===== src/rtl/driver_motores.sv =====
// Dual-axis stepper driver: per-axis IDLE/RUN machine with step divider, 4-phase
// coil sequencing, 0..359 degree angle tracking and a settle-qualified done flag.
module driver_motores #(
  parameter int DIV    = 50000,
  parameter int SETTLE = 16
) (
  input  logic        clk,
  input  logic        rst,
  input  logic        en,
  input  logic [1:0]  s_in_teta,
  input  logic [1:0]  s_in_fi,
  output logic [3:0]  fase_teta,
  output logic [3:0]  fase_fi,
  output logic        paso_teta,
  output logic        paso_fi,
  output logic [15:0] teta_actual,
  output logic [15:0] fi_actual,
  output logic        done
);

  localparam int DW = $clog2(DIV);
  localparam int SW = $clog2(SETTLE + 1);
  localparam logic [DW-1:0] DIV_LAST    = DW'(DIV - 1);
  localparam logic [SW-1:0] SETTLE_LAST = SW'(SETTLE - 1);
  localparam logic [8:0]    ANGLE_MAX   = 9'd359;
  localparam logic [1:0]    CMD_INC     = 2'b10;

  typedef enum logic {IDLE, RUN} state_e;

  // Index 0 is the vertical (teta) axis, index 1 the horizontal (fi) axis.
  logic [1:0]    cmd_q    [2];
  state_e        state    [2];
  state_e        state_nx [2];
  logic [DW-1:0] div_q    [2];
  logic [DW-1:0] div_nx   [2];
  logic [1:0]    phase_q  [2];
  logic [1:0]    phase_nx [2];
  logic [8:0]    angle_q  [2];
  logic [8:0]    angle_nx [2];
  logic [3:0]    fase_q   [2];
  logic [1:0]    tick;
  logic [1:0]    paso_q;
  logic [SW-1:0] settle_q;
  logic          done_q;
  logic          any_run_nx;

  function automatic logic [3:0] pattern(input logic [1:0] idx);
    case (idx)
      2'd0:    pattern = 4'b1001;
      2'd1:    pattern = 4'b1100;
      2'd2:    pattern = 4'b0110;
      default: pattern = 4'b0011;
    endcase
  endfunction

  // Only 01 and 10 request motion; 00 and 11 both mean stop.
  function automatic logic moving(input logic [1:0] cmd);
    moving = cmd[1] ^ cmd[0];
  endfunction

  // NOTE: every signal written here gets a default first, so no path leaves it
  // unassigned and no latch is inferred.
  always_comb begin
    tick = '0;
    for (int i = 0; i < 2; i++) begin
      state_nx[i] = state[i];
      div_nx[i]   = '0;
      phase_nx[i] = phase_q[i];
      angle_nx[i] = angle_q[i];
      case (state[i])
        IDLE: if (en && moving(cmd_q[i])) state_nx[i] = RUN;
        RUN: begin
          if (!en || !moving(cmd_q[i]))  state_nx[i] = IDLE;
          else if (div_q[i] == DIV_LAST) tick[i] = 1'b1;
          else                           div_nx[i] = div_q[i] + 1'b1;
        end
        default: state_nx[i] = IDLE;
      endcase
      // Direction is taken from the command present at the tick itself.
      if (tick[i]) begin
        if (cmd_q[i] == CMD_INC) begin
          phase_nx[i] = phase_q[i] + 2'd1;
          angle_nx[i] = (angle_q[i] == ANGLE_MAX) ? 9'd0 : angle_q[i] + 9'd1;
        end else begin
          phase_nx[i] = phase_q[i] - 2'd1;
          angle_nx[i] = (angle_q[i] == 9'd0) ? ANGLE_MAX : angle_q[i] - 9'd1;
        end
      end
    end
    any_run_nx = (state_nx[0] == RUN) || (state_nx[1] == RUN);
  end

  // NOTE: sequential state uses non-blocking assignments so every flop samples
  // the pre-edge values regardless of statement order.
  always_ff @(posedge clk) begin
    if (rst) begin
      for (int i = 0; i < 2; i++) begin
        cmd_q[i]   <= 2'b00;
        state[i]   <= IDLE;
        div_q[i]   <= '0;
        phase_q[i] <= 2'd0;
        angle_q[i] <= 9'd0;
        fase_q[i]  <= en ? 4'b1001 : 4'b0000;
      end
      paso_q   <= '0;
      settle_q <= '0;
      done_q   <= 1'b0;
    end else begin
      cmd_q[0] <= s_in_teta;
      cmd_q[1] <= s_in_fi;
      for (int i = 0; i < 2; i++) begin
        state[i]   <= state_nx[i];
        div_q[i]   <= div_nx[i];
        phase_q[i] <= phase_nx[i];
        angle_q[i] <= angle_nx[i];
        // Disabled coils are released, but phase and angle stay remembered.
        fase_q[i]  <= en ? pattern(phase_nx[i]) : 4'b0000;
      end
      paso_q <= tick;
      if (any_run_nx) begin
        settle_q <= '0;
        done_q   <= 1'b0;
      end else if (!done_q) begin
        settle_q <= settle_q + 1'b1;
        done_q   <= (settle_q == SETTLE_LAST);
      end
    end
  end

  assign fase_teta   = fase_q[0];
  assign fase_fi     = fase_q[1];
  assign paso_teta   = paso_q[0];
  assign paso_fi     = paso_q[1];
  assign teta_actual = {7'd0, angle_q[0]};
  assign fi_actual   = {7'd0, angle_q[1]};
  assign done        = done_q;

endmodule


===== config.mk =====
export PLATFORM = sky130hd
export DESIGN_NAME = driver_motores
export DESIGN_NICKNAME = d
export VERILOG_FILES = /design/src/rtl/driver_motores.sv
export SDC_FILE = /design/constraint.sdc
export NUM_CORES = 1
export LEC_CHECK = 0
export CAP_MARGIN = 40
export CORE_UTILIZATION = 30
export DETAILED_ROUTE_END_ITERATION = 10
export PLACE_DENSITY_LB_ADDON = 0.08
export SETUP_SLACK_MARGIN = 0.05
export SLEW_MARGIN = 20
export SYNTH_ARGS = -nofsm -noshare
export SYNTH_HDL_FRONTEND = slang
export SYNTH_SLANG_ARGS = --single-unit
export TNS_END_PERCENT = 20

===== constraint.sdc =====
create_clock -name clk -period 4.75 [get_ports clk]
set_clock_uncertainty 0.15 [all_clocks]
set_input_delay 0.475 -clock clk [delete_from_list [all_inputs] [get_ports clk]]
set_output_delay 0.475 -clock clk [all_outputs]
set_load 0.005 [all_outputs]

==> key figures <==
Run status
  • Status: finished clean

Clock tree
  • CTS sink count: 76
  • Longest Clk Path Bufs: 2
  • Clk pin slew, worst setup/hold paths: around 0.06 ns
  • CTS tree: done
  • H-tree depth: 3
  • Post-CTS Setup Inserts: 0
  • Total CTS buffers: 9
  • Post-CTS Hold Fix Bufs: 0
  • Skew-Pair Late Insertion Delay: 0.34 ns
  • Post-CTS sizing: 0
  • CTS root buf: clkbuf_16

Synth
  • Register area share after synthesis: 37.4%
  • Leading area contributor after synthesis: dfxtp_1
  • Post-synth ARST share: 0%
  • Avg Cell Area, Syn: between 8 and 9 um2
  • Post-synth top area share: 37.4%
  • Post-synth EDFFs: 0
  • Netlist cell types: 66
  • Mapped Cells: ~480
  • Register bit count reported by yosys: 76
  • Synth area leaders: dfxtp_1 37%, nor2_1 5.7%, ha_1 5.5%
  • Netlist Area Pre-Place: 4070 um2
  • Ys Warns: 0
  • Top_reg_cell synth: dfxtp_1

Placement
  • Final GP Congestion: ~0.80
  • Area after DPL: roughly 4500 um2
  • DP Wirelength: about 6.5 mm
  • Port-buffer cells: 35
  • # placed instances: 670

Setup path
  • CP Class: in -> reg
  • Crit Path Max Fanout: 13
  • CP endpoint kind: flop
  • Startpoint Class: primary input
  • Critical Path RT: between 4 and 5 ns
  • Critical Path AT: 2.96 ns

Floorplan
  • Initial Util: between 30 and 40%
  • Core ar.: around 13,000 um2
  • Die area: 14,000 um2
  • Boundary Pins: 50
  • Row count: 42
  • Die X: ~120 um
  • Die H: 118 um

GRT
  • Initial antenna violation count: 0
  • First-pass GRT wire length: 15.6 mm
  • Grt total ovfl: 0
  • Vias in the first global route: roughly 3,200
  • Total global-route track usage: 14.1%
  • Largest net degree at the start of global routing: 32

STA
  • Final Critical Period: between 2 and 3 ns
  • Unrepaired setup endpoints after global routing: no
  • Max Freq: between 0.3 and 0.4 GHz
  • Worst-Margin Slew: approximately 0.69 ns
  • Tcrit/Tclk final: 60.6%
  • Final Hold Fails: 0
  • Total Neg Setup Slack: 0 ns
  • Count of final max-slew check failures: 0
  • Slew margin rel.: a little over half
  • Final setup viols: 0

Run
  • Max-cap violation count: 0

Detailed routing
  • DRC viols: 0
  • Initial drt markers: approximately 150
  • Routed len/inst: between 10 and 15 um
  • Routed WL: between 9 and 10 mm
  • Vias per std cell: just under 5
  • DR vias: 3,386
  • Pre-Repair DR Iteration Count: 4
  • Detail Route Antenna Nets: 0

Final layout
  • Nets@finish: 530
  • # diodes: 0
  • Most frequent cells in the layout: 76 x dfxtp_1, 62 x nor2_1, 35 x clkdlybuf4s50_1
  • Cell Count, Final, Fillers Out: around 690
  • Share of post-route cells with drive strength above 1: 6.86%
  • Commonest non-fill, non-tap cell in the layout: dfxtp_1
  • Final instance area: about 4800 um2
  • Area growth, synth to finish: 17.3%

Pwr
  • Pwr Density: ~290 nW/um2
  • Leak pwr: around 1.7 nW
  • Pwr Total: approximately 1.4 mW
  • Peak supply drop: ~190 uV

Worst hold path
  • HP Class: reg -> reg
==> layout make-up <==
type / instances / area (um2)
Tap cell: 176 / 220
Clock inverter: 3 / 18.8
Fill cell: 1374 / 8470
Timing Repair Buffer: 36 / 358
Multi-Input combinational cell: 359 / 2280
Clock buffer: 13 / 280
Sequential cell: 76 / 1520
Inverter: 23 / 86.3
==> worst paths after layout <==
kind                      startpoint                     end  slack [ns]  cells past startpoint
max                               en    fase_q[0][3]$_DFF_P_        1.87                      9
min           div_q[0][0]$_SDFF_PP0_  div_q[0][0]$_SDFF_PP0_        0.29                      1
max reg2reg  div_q[0][28]$_SDFF_PP0_    fase_q[0][7]$_DFF_P_        1.90                      9
min reg2reg   div_q[0][0]$_SDFF_PP0_  div_q[0][0]$_SDFF_PP0_        0.29                      1
==> flip-flops by register name, indices dropped and copies added, names as in the netlist <==
name	count
settle_q	5
div_q	32
done	1
phase_q	4
state	2
cmd_q	4
angle_q	18
fase_q	8
paso_q	2
==> kinds of logic (layout without fill, tap and decap cells) <==
group / Yosys count / after routing / share of synthesized area [%]
compound gates: 74 / 74 / 12.0
xor+xnor: 38 / 38 / 8.18
fa+ha+maj: 18 / 18 / 5.54
buf+inv: 57 / 75 / 7.60
flops: 76 / 76 / 37.4
mux: 7 / 7 / 1.78
other cells: 1 / 14 / 0.0922
simple gates: 208 / 208 / 27.4
==> stage by stage <==
step / hold WS [ns] / utilization [%] / setup WS, ns
finish: 0.289 / 36.0 / 1.87
detailed placement: 0.283 / 33.8 / 1.47
global route: 0.336 / 36.0 / 1.56
CTS: 0.291 / 36.0 / 1.81
floorplan: 0.263 / - / 2.23
global placement: 0.279 / 33.8 / 1.56
==> routing by layer <==
layer	GRT usage, %	up-vias	share of wire (%)
li1	-	1717	-
met1	18.1	1584	49
met5	0	-	0
met3	2.90	15	3.4
met4	7.36	0	2.0
met2	22.3	70	46
==> critical path, stage by stage <==
cell	delay (ns)
clkdlybuf4s50_1	0.73
nand3b_1	0.35
nor2_1	0.52
xnor2_1	0.26
inv_1	0.13
ha_1	0.19
nor2_1	0.10
nor2_1	0.05
o21a_1	0.15
==> power by group <==
part / switching (mW) / internal (mW) / total [mW]
Sequential: 0.00391 / 0.644 / 0.648
Combinational: 0.0348 / 0.0251 / 0.0600
Clock: 0.262 / 0.410 / 0.672
Total: 0.301 / 1.08 / 1.38
==> Yosys cell counts, types with 7 or more instances <==
| cell type | instances |
|---|---|
| dfxtp_1 | 76 |
| buf_4 | 14 |
| inv_1 | 23 |
| nand2_1 | 29 |
| nor3_1 | 13 |
| nand3_1 | 20 |
| nor2b_1 | 7 |
| nor2_1 | 62 |
| xnor2_1 | 15 |
| o21ai_0 | 17 |
| nand4_1 | 15 |
| xor2_1 | 23 |
| or3_1 | 9 |
| a21oi_1 | 22 |
| and3_1 | 13 |
| ha_1 | 18 |
| clkbuf_1 | 11 |
Note: power is estimated with default switching activity, not from simulation.
